File: config.mk
export PLATFORM = sky130hd
export DESIGN_NAME = clk_reset_seq
export DESIGN_NICKNAME = d
export VERILOG_FILES = /design/src/rtl/clk_reset_seq.sv
export SDC_FILE = /design/constraint.sdc
export NUM_CORES = 1
export LEC_CHECK = 0
export ABC_CLOCK_PERIOD_IN_PS = 2200
export BUFFER_PORTS_ARGS = -buffer_cell sky130_fd_sc_hd__buf_2
export CAP_MARGIN = 15
export CORE_ASPECT_RATIO = 1.1
export CORE_MARGIN = 1
export CORE_UTILIZATION = 45
export DETAILED_ROUTE_END_ITERATION = 10
export GPL_ROUTABILITY_DRIVEN = 0
export PLACE_DENSITY = 0.74
export SLEW_MARGIN = 20
export SYNTH_ARGS = -nofsm -noshare
export SYNTH_HDL_FRONTEND = slang
export SYNTH_SLANG_ARGS = --single-unit
File: constraint.sdc
create_clock -name clk -period 2.2 [get_ports clk]
set_input_delay 0.11 -clock clk [delete_from_list [all_inputs] [get_ports clk]]
set_output_delay 0.11 -clock clk [all_outputs]
set_load 0.02 [all_outputs]
File: src/rtl/clk_reset_seq.sv
// Reset sequencer and clock-enable generator behind the board PLL.
// Optional build macro LOCK_LOSS_REARM_EN: lock loss in RUN re-enters WAIT and sets lock_lost.
module clk_reset_seq #(
  parameter int LOCK_STABLE_CYCLES = 1024,
  parameter int CE_DIV             = 4,
  parameter int PIX_DIV            = 2
) (
  input  logic       clk,
  input  logic       reset,
  input  logic       pll_locked,
  output logic       sys_reset,
  output logic       cpu_ce,
  output logic       pix_ce,
  output logic       running,
  output logic [1:0] state,
  output logic       lock_lost
);

  localparam int CNT_W = $clog2(LOCK_STABLE_CYCLES + 1);
  localparam int CPU_W = (CE_DIV > 1) ? $clog2(CE_DIV) : 1;
  localparam int PIX_W = (PIX_DIV > 1) ? $clog2(PIX_DIV) : 1;

  localparam logic [1:0] ST_WAIT   = 2'd0;
  localparam logic [1:0] ST_STABLE = 2'd1;
  localparam logic [1:0] ST_RUN    = 2'd2;

  localparam logic [CNT_W-1:0] CNT_LAST = CNT_W'(LOCK_STABLE_CYCLES - 1);
  localparam logic [CPU_W-1:0] CPU_LAST = CPU_W'(CE_DIV - 1);
  localparam logic [PIX_W-1:0] PIX_LAST = PIX_W'(PIX_DIV - 1);

  logic             sync1_q;
  logic             locked_s_q;
  logic [1:0]       state_q, state_d;
  logic [CNT_W-1:0] stab_cnt_q, stab_cnt_d;
  logic             sys_reset_q, sys_reset_d;
  logic [CPU_W-1:0] cpu_div_q, cpu_div_d;
  logic [PIX_W-1:0] pix_div_q, pix_div_d;
  logic             cpu_ce_q, cpu_ce_d;
  logic             pix_ce_q, pix_ce_d;
  logic             run_next;

  // Two-flop synchroniser for the asynchronous LOCKED input.
  always_ff @(posedge clk) begin
    if (reset) begin
      sync1_q    <= 1'b0;
      locked_s_q <= 1'b0;
    end else begin
      sync1_q    <= pll_locked;
      locked_s_q <= sync1_q;
    end
  end

  always_ff @(posedge clk) begin
    if (reset) begin
      state_q    <= ST_WAIT;
      stab_cnt_q <= '0;
    end else begin
      state_q    <= state_d;
      stab_cnt_q <= stab_cnt_d;
    end
  end

  always_comb begin
    state_d    = state_q;
    stab_cnt_d = stab_cnt_q;
    case (state_q)
      ST_WAIT: begin
        if (locked_s_q) begin
          state_d    = ST_STABLE;
          stab_cnt_d = '0;
        end
      end
      ST_STABLE: begin
        // Any low sample of the synchronised lock restarts qualification.
        if (!locked_s_q) begin
          state_d    = ST_WAIT;
          stab_cnt_d = '0;
        end else if (stab_cnt_q == CNT_LAST) begin
          state_d = ST_RUN;
        end else begin
          stab_cnt_d = stab_cnt_q + 1'b1;
        end
      end
      ST_RUN: begin
`ifdef LOCK_LOSS_REARM_EN
        if (!locked_s_q) begin
          state_d    = ST_WAIT;
          stab_cnt_d = '0;
        end
`endif
      end
      default: begin
        state_d    = ST_WAIT;
        stab_cnt_d = '0;
      end
    endcase
  end

  // Dividers restart from 0 on the first RUN cycle so both strobes stay phase-aligned.
  always_comb begin
    run_next    = (state_d == ST_RUN);
    sys_reset_d = !run_next;
    cpu_div_d   = '0;
    pix_div_d   = '0;
    if (run_next && (state_q == ST_RUN)) begin
      cpu_div_d = (cpu_div_q == CPU_LAST) ? '0 : cpu_div_q + 1'b1;
      pix_div_d = (pix_div_q == PIX_LAST) ? '0 : pix_div_q + 1'b1;
    end
    cpu_ce_d = run_next && (cpu_div_d == CPU_LAST);
    pix_ce_d = run_next && (pix_div_d == PIX_LAST);
  end

  always_ff @(posedge clk) begin
    if (reset) begin
      sys_reset_q <= 1'b1;
      cpu_div_q   <= '0;
      pix_div_q   <= '0;
      cpu_ce_q    <= 1'b0;
      pix_ce_q    <= 1'b0;
    end else begin
      sys_reset_q <= sys_reset_d;
      cpu_div_q   <= cpu_div_d;
      pix_div_q   <= pix_div_d;
      cpu_ce_q    <= cpu_ce_d;
      pix_ce_q    <= pix_ce_d;
    end
  end

`ifdef LOCK_LOSS_REARM_EN
  logic lock_lost_q, lock_lost_d;

  assign lock_lost_d = lock_lost_q || ((state_q == ST_RUN) && (state_d == ST_WAIT));

  always_ff @(posedge clk) begin
    if (reset) lock_lost_q <= 1'b0;
    else       lock_lost_q <= lock_lost_d;
  end

  assign lock_lost = lock_lost_q;
`else
  assign lock_lost = 1'b0;
`endif

  assign sys_reset = sys_reset_q;
  assign cpu_ce    = cpu_ce_q;
  assign pix_ce    = pix_ce_q;
  assign running   = (state_q == ST_RUN);
  assign state     = state_q;

endmodule

==> impl_results.md, run 1 <==
- Clock share of power: 0.314
- H-tree depth: 1
- Met1 WL: 846 um
- DR WL met2: 801 um
- Drt initial violations: 19
- Crit path arrival time: 2.03 ns
- Outcome: finished, final reports clean
- CP Buf/Inv Count: 0
- Required @ worst endpoint: 2.42 ns
- HP Start: pll_locked
- Num rows: 17
- Max_cap viols: 0
- Internal power: 0.000458 W
- Slowest CP cell: nor4_4
- Final Hold Fails: 0
- CTS resizes: 0
- DRT Pass-1 Iters: 4
- Core area: 0.00202 mm2
- Reg2reg start: stab_cnt_q[0]$_SDFFE_PP0P_
- Top Family by Delay on Critical Path: simple AND/OR/NAND/NOR gates
- Top-area cell type share of the netlist area: 0.432
- CTS tree: yes
- Nets: 121
- Top post-synthesis cells by area: dfxtp_1 43%, a21oi_1 5.1%, o21ai_0 3.1%
- Worst Max-Slew Pin Slew: 0.701 ns
- Routed wl met3: 75 um
- Final HPWL DP: 1200 um
- P per Cell Area: 563 mW/mm2
- Crit path kind: register to register
- Postcts setup bufs: 0
- Post-synth EDFFs: 0
- Sequential power share: 0.654
- ANT nets after route: 0
- DIE WIDTH: 46.3 um
- Critical path launch point: stab_cnt_q[0]$_SDFFE_PP0P_
- Highest routed layer: met4
- Startpoint class of the critical path: register
- WL final: 1770 um
- Fillcell total: 187
- DRC: 0
- Cell area after synthesis: 973 um2
- Synth area leader: dfxtp_1
- Sw Share: 0.219
- FF+latch area: 420 um2
- Global-route wire length before repair: 3030 um
- Worst hold slack: 0.0140 ns
- Ant. Diodes: 0
- Layout cell share with drive strength beyond 1: 0.165
- Die footprint: 0.00235 mm2
- Total track usage: 0.176
- Leakage: 0.373 nW
- PortBufs: 8
- Minimum clock period after layout: 1.81 ns
- Mapped Cells: 108
- Final setup fails: 0
- Most frequent cells in the layout: 21 x dfxtp_1, 10 x a21oi_1, 8 x buf_2, 7 x nor2_1
- Overflow after GRT: 0
- CTS root buf: clkbuf_4
- Clk_skew: 0.00229 ns
- Vias/cell: 5.82
- Syn_nets: 113
- Largest net degree at the start of global routing: 23
- CP endpoint kind: register
- F_max: 0.552 GHz
- Yosys warning count: 0
- Unrepaired setup endpoints after global routing: false
- Gate power share: 0.033
- Part of the Yosys area used for sequential elements: 0.432
- Clk sinks: 21
- I/O pin cnt: 10
- Psw: 0.000129 W
- Area of the multi-input gates: 518 um2
- Post-synth ARST share: 0
- Crit path largest cell delay: 0.45 ns
- Peak VDD IR: 0.000356 V
- Util after Layout: 0.516
- Ys flop type: dfxtp_1
- Synth cell types: 37
- Critical Path, Cell by Cell: ha_1, nand3_1, nor4_4, nor3_1, nor4_1
- Worst-path fanout max: 10
- Avg WL per Cell: 12.4 um
- Hold_buf cts: 0
- Vias in the first global route: 707
- Most common cell after layout, fill and taps aside: dfxtp_1
- Fin Setup TNS: 0 ns
- Max-slew headroom at the worst pin: 0.531
- Clk pin slew, worst setup/hold paths: 0.11 ns
- DR vias: 832
- #FFs+latches synth: 21
- Hold Path Class: input port to register
- Antenna violations before repair: 0
- Syn Area/Cell: 9.01 um2
- Fin crit share: 0.824
- Die Ht: 50.8 um
- Initial cell density of the core: 0.482
- Max Slew Vio Count: 0
- CTS Buf Count: 3
- Worst skew pair latency: 0.30 ns
- Clock buffer depth: 2
- Area delta synth->final: 7.20%
worst register-to-register path: cells and delay by family, from the launching register on:
| family | cells | cell delay (ns) |
|---|---|---|
| and+or+nand+nor | 4 | 1.06 |
| DFF | 1 | 0.43 |
| adders and majority gates | 1 | 0.25 |
Yosys cell counts, types with 2 or more instances:
cell / n
and2_1: 2
nor3b_1: 2
a21oi_1: 10
o21ai_0: 6
nor3_1: 4
o221ai_1: 2
ha_1: 2
dfxtp_1: 21
buf_4: 3
nor2_1: 7
nor4_1: 3
nand2b_1: 4
or3_1: 2
nand3_1: 4
nand2_1: 6
nor2b_1: 4
a31oi_1: 3
o211ai_1: 3
nand4_1: 2
power by group through the flow:
stage          combinational [W]  sequential, W  clock, W
6_report               0.0000193       0.000384  0.000184
5_1_grt                0.0000218       0.000384  0.000205
4_1_cts                0.0000193       0.000384  0.000191
3_5_place_dp           0.0000193       0.000392         0
3_3_place_gp           0.0000189       0.000392         0
2_1_floorplan          0.0000166       0.000393         0
cell type report:
cell class	instances	area share
clock buffer	4	0.0252
inverter	1	0.00360
multi-input combinational	81	0.496
sequential	21	0.403
tap	28	0.0336
timing repair buffer	8	0.0384
flip-flops by register name (all words and copies together) (netlist names):
register,count
stab_cnt_q,11
cpu_div_q,2
state,2
cpu_ce,1
locked_s_q,1
pix_ce,1
pix_div_q,1
sync1_q,1
sys_reset,1
cell families (layout without fill, tap and decap cells):
logic type,count (synthesis),in the layout,share of synthesized area
adders and majority gates,2,2,0.0257
and+or+nand+nor,51,51,0.334
AOI/OAI and AO/OA,27,27,0.168
buffers and inverters,6,13,0.0360
DFF,21,21,0.432
other,1,1,0.00385
routing by layer:
metal,vias up,global-route usage
li1,415,-
met5,-,0
met1,391,0.237
met4,0,0.0980
met3,7,0.0360
met2,19,0.255
path summary, 6_finish.rpt:
kind | to | slack, ns | cells past startpoint
hold / removal | sync1_q$_SDFF_PP0_ | 0.01 | 2
hold reg to reg | pix_ce$_SDFF_PP0_ | 0.43 | 1
setup reg to reg | stab_cnt_q[2]$_SDFFE_PP0P_ | 0.39 | 5
setup / recovery | stab_cnt_q[2]$_SDFFE_PP0P_ | 0.39 | 5
through the flow:
step / cells / setup WS (ns) / cell area [um2] / total power [W]
floorplan: 108 / 0.615 / 973 / 0.000409
global placement: 139 / 0.533 / 1020 / 0.000411
detailed placement: 139 / 0.408 / 1020 / 0.000412
CTS: 143 / 0.386 / 1040 / 0.000594
global route: 143 / 0.156 / 1040 / 0.000611
finish: 143 / 0.387 / 1040 / 0.000587
No activity file was read; power rests on OpenSTA's default activity.
==> inputs of run 2 (changes only) <==
--- a/config.mk
+++ b/config.mk
@@ -5,7 +5,7 @@
 export SDC_FILE = /design/constraint.sdc
 export NUM_CORES = 1
 export LEC_CHECK = 0
-export ABC_CLOCK_PERIOD_IN_PS = 2200
+export ABC_CLOCK_PERIOD_IN_PS = 1700
 export BUFFER_PORTS_ARGS = -buffer_cell sky130_fd_sc_hd__buf_2
 export CAP_MARGIN = 15
 export CORE_ASPECT_RATIO = 1.1
==> constraint.sdc (replaced) <==
create_clock -name clk -period 1.7 [get_ports clk]
set_input_delay 0.085 -clock clk [delete_from_list [all_inputs] [get_ports clk]]
set_output_delay 0.085 -clock clk [all_outputs]
set_load 0.02 [all_outputs]
==> run 2 against run 1 <==
- wire length rose by 18%
- critical path depth unchanged
- clock skew rose by 0.0046 ns
- first-iteration DRC count increased by 79%
- via count up 4.9%
- worst hold slack better by 0.15 ns
- setup slack worse by 0.34 ns
- final area is 7.1% higher
- combinational power up 56%
- flip-flop and latch count unchanged
- sequential share of layout area shrank 2.2 points
- largest power group unchanged
==> impl_results.md, run 2 (synthesis gave the netlist of run 1 again) <==
- Leakage: 0.416 nW
- Area delta synth->final: 14.8%
- Peak VDD IR: 0.000488 V
- Final setup fails: 0
- Die footprint: 0.00235 mm2
- Die Ht: 50.8 um
- Crit path kind: register to register
- R2r endpoint: sys_reset$_SDFF_PP1_
- Clock buffer depth: 2
- Fin crit share: 0.970
- Antenna violations before repair: 0
- Global-route wire length before repair: 3240 um
- Nets: 129
- Psw: 0.000181 W
- Worst skew pair latency: 0.31 ns
- DR vias: 873
- PortBufs: 8
- F_max: 0.607 GHz
- H-tree depth: 1
- Number of flip-flops in the largest register: 11
- Most frequent cells in the layout: 19 x dfxtp_1, 10 x a21oi_1, 8 x buf_2, 7 x nor2_1, 7 x buf_4
- Hold depth: 2
- Final Hold Fails: 0
- Max-slew headroom at the worst pin: 0.535
- Overflow after GRT: 0
- Max Slew Vio Count: 0
- Outcome: finished, final reports clean
- WHS Endpoint: locked_s_q$_SDFF_PP0_
- Final setup margin: 0.0518 ns
- Pre-CTS setup slack: 0.0945 ns
- Worst hold slack: 0.169 ns
- Worst reg-to-reg path cell count: 5
- Gate power share: 0.039
- DRT Pass-1 Iters: 6
- Sw Share: 0.234
- DRC: 0
- Minimum clock period after layout: 1.65 ns
- Required @ worst endpoint: 1.92 ns
- Reg2Reg Setup Slack: 0.05 ns
- Layout cell share with drive strength beyond 1: 0.244
- Initial cell density of the core: 0.482
- Max_cap viols: 0
- Total track usage: 0.189
- Worst Max-Slew Pin Slew: 0.695 ns
- CTS tree: yes
- I/O pin cnt: 10
- Vias in the first global route: 743
- P per Cell Area: 691 mW/mm2
- Worst-path fanout max: 10
- HP Start: reset
- Clk pin slew, worst setup/hold paths: 0.12 ns
- Reg2reg start: stab_cnt_q[1]$_SDFFE_PP0P_
- Drt initial violations: 34
- Vias/cell: 5.78
- Sequential power share: 0.641
- Unrepaired setup endpoints after global routing: true
- Startpoint class of the critical path: register
- Core area: 0.00202 mm2
- Final HPWL DP: 1350 um
- WL final: 2090 um
- Clk_skew: 0.00684 ns
- Largest Register: stab_cnt_q
- Hold Path Class: input port to register
- Avg WL per Cell: 13.8 um
- Crit path arrival time: 1.87 ns
- Internal power: 0.000591 W
- DIE WIDTH: 46.3 um
- Largest net degree at the start of global routing: 23
- Clock share of power: 0.320
- Ant. Diodes: 0
- Num rows: 17
- Fillcell total: 184
- ANT nets after route: 0
- CTS root buf: clkbuf_4
- CP endpoint kind: register
- Most common cell after layout, fill and taps aside: dfxtp_1
- Fin Setup TNS: 0 ns
- Clk sinks: 21
- CTS Buf Count: 3
run 2: metal layers:
layer  part of all wire  track usage  wire length [um]
met1               0.44        0.252               912
met2               0.50        0.294              1040
met3              0.047       0.0216                99
met4              0.017       0.0882                36
met5                  0            0                 0
run 2: how the worst max path moves through the flow:
stage | startpoint | to | slack (ns) | cells after the start
global placement | stab_cnt_q[1]$_SDFFE_PP0P_ | sys_reset$_SDFF_PP1_ | 0.16 | 5
detailed placement | stab_cnt_q[0]$_SDFFE_PP0P_ | stab_cnt_q[8]$_SDFFE_PP0P_ | 0.09 | 6
CTS | stab_cnt_q[0]$_SDFFE_PP0P_ | stab_cnt_q[2]$_SDFFE_PP0P_ | 0.05 | 5
finish | stab_cnt_q[1]$_SDFFE_PP0P_ | sys_reset$_SDFF_PP1_ | 0.05 | 5
global route | stab_cnt_q[1]$_SDFFE_PP0P_ | stab_cnt_q[0]$_SDFFE_PP0P_ | -0.09 | 5
floorplan | stab_cnt_q[0]$_SDFFE_PP0P_ | stab_cnt_q[1]$_SDFFE_PP0P_ | 0.11 | 5
run 2: stage by stage:
stage	total power, W	cells	utilization	area, um2
global placement	0.000533	143	0.518	1050
detailed placement	0.000534	143	0.518	1050
floorplan	0.000530	108	-	973
CTS	0.000772	148	0.537	1080
finish	0.000772	151	0.553	1120
global route	0.000794	151	0.553	1120
run 2: timing repair:
item	4_1_cts	5_1_grt
endpoints found under the setup margin	0	9
setup buffers	0	4
endpoints found under the hold margin	1	0
hold buffers	1	0
gates resized for setup	0	5
run 2: final cells by class:
cell class	count	area, um2	share of cell area
flip-flops and latches	21	425	0.381
well taps	28	35.0	0.0314
clock buffers	3	22.5	0.0202
multi-input cells	81	523	0.468
clock inverters	1	5.00	0.00448
inverters	1	3.75	0.00336
repair buffers	16	103	0.0918
run 2: critical path, cell delays in order (launching register included):
cell	delay, ns
dfxtp_2	0.39
ha_1	0.20
nand3_2	0.12
nor4_4	0.50
nand2_1	0.16
a21o_1	0.20
run 2: power by group through the flow:
stage	clock (W)	combinational [W]	sequential [W]
after global placement	0	0.0000261	0.000507
final	0.000247	0.0000301	0.000495
after detailed placement	0	0.0000270	0.000507
after CTS	0.000247	0.0000289	0.000496
after global routing	0.000266	0.0000329	0.000495
after floorplan	0	0.0000215	0.000508
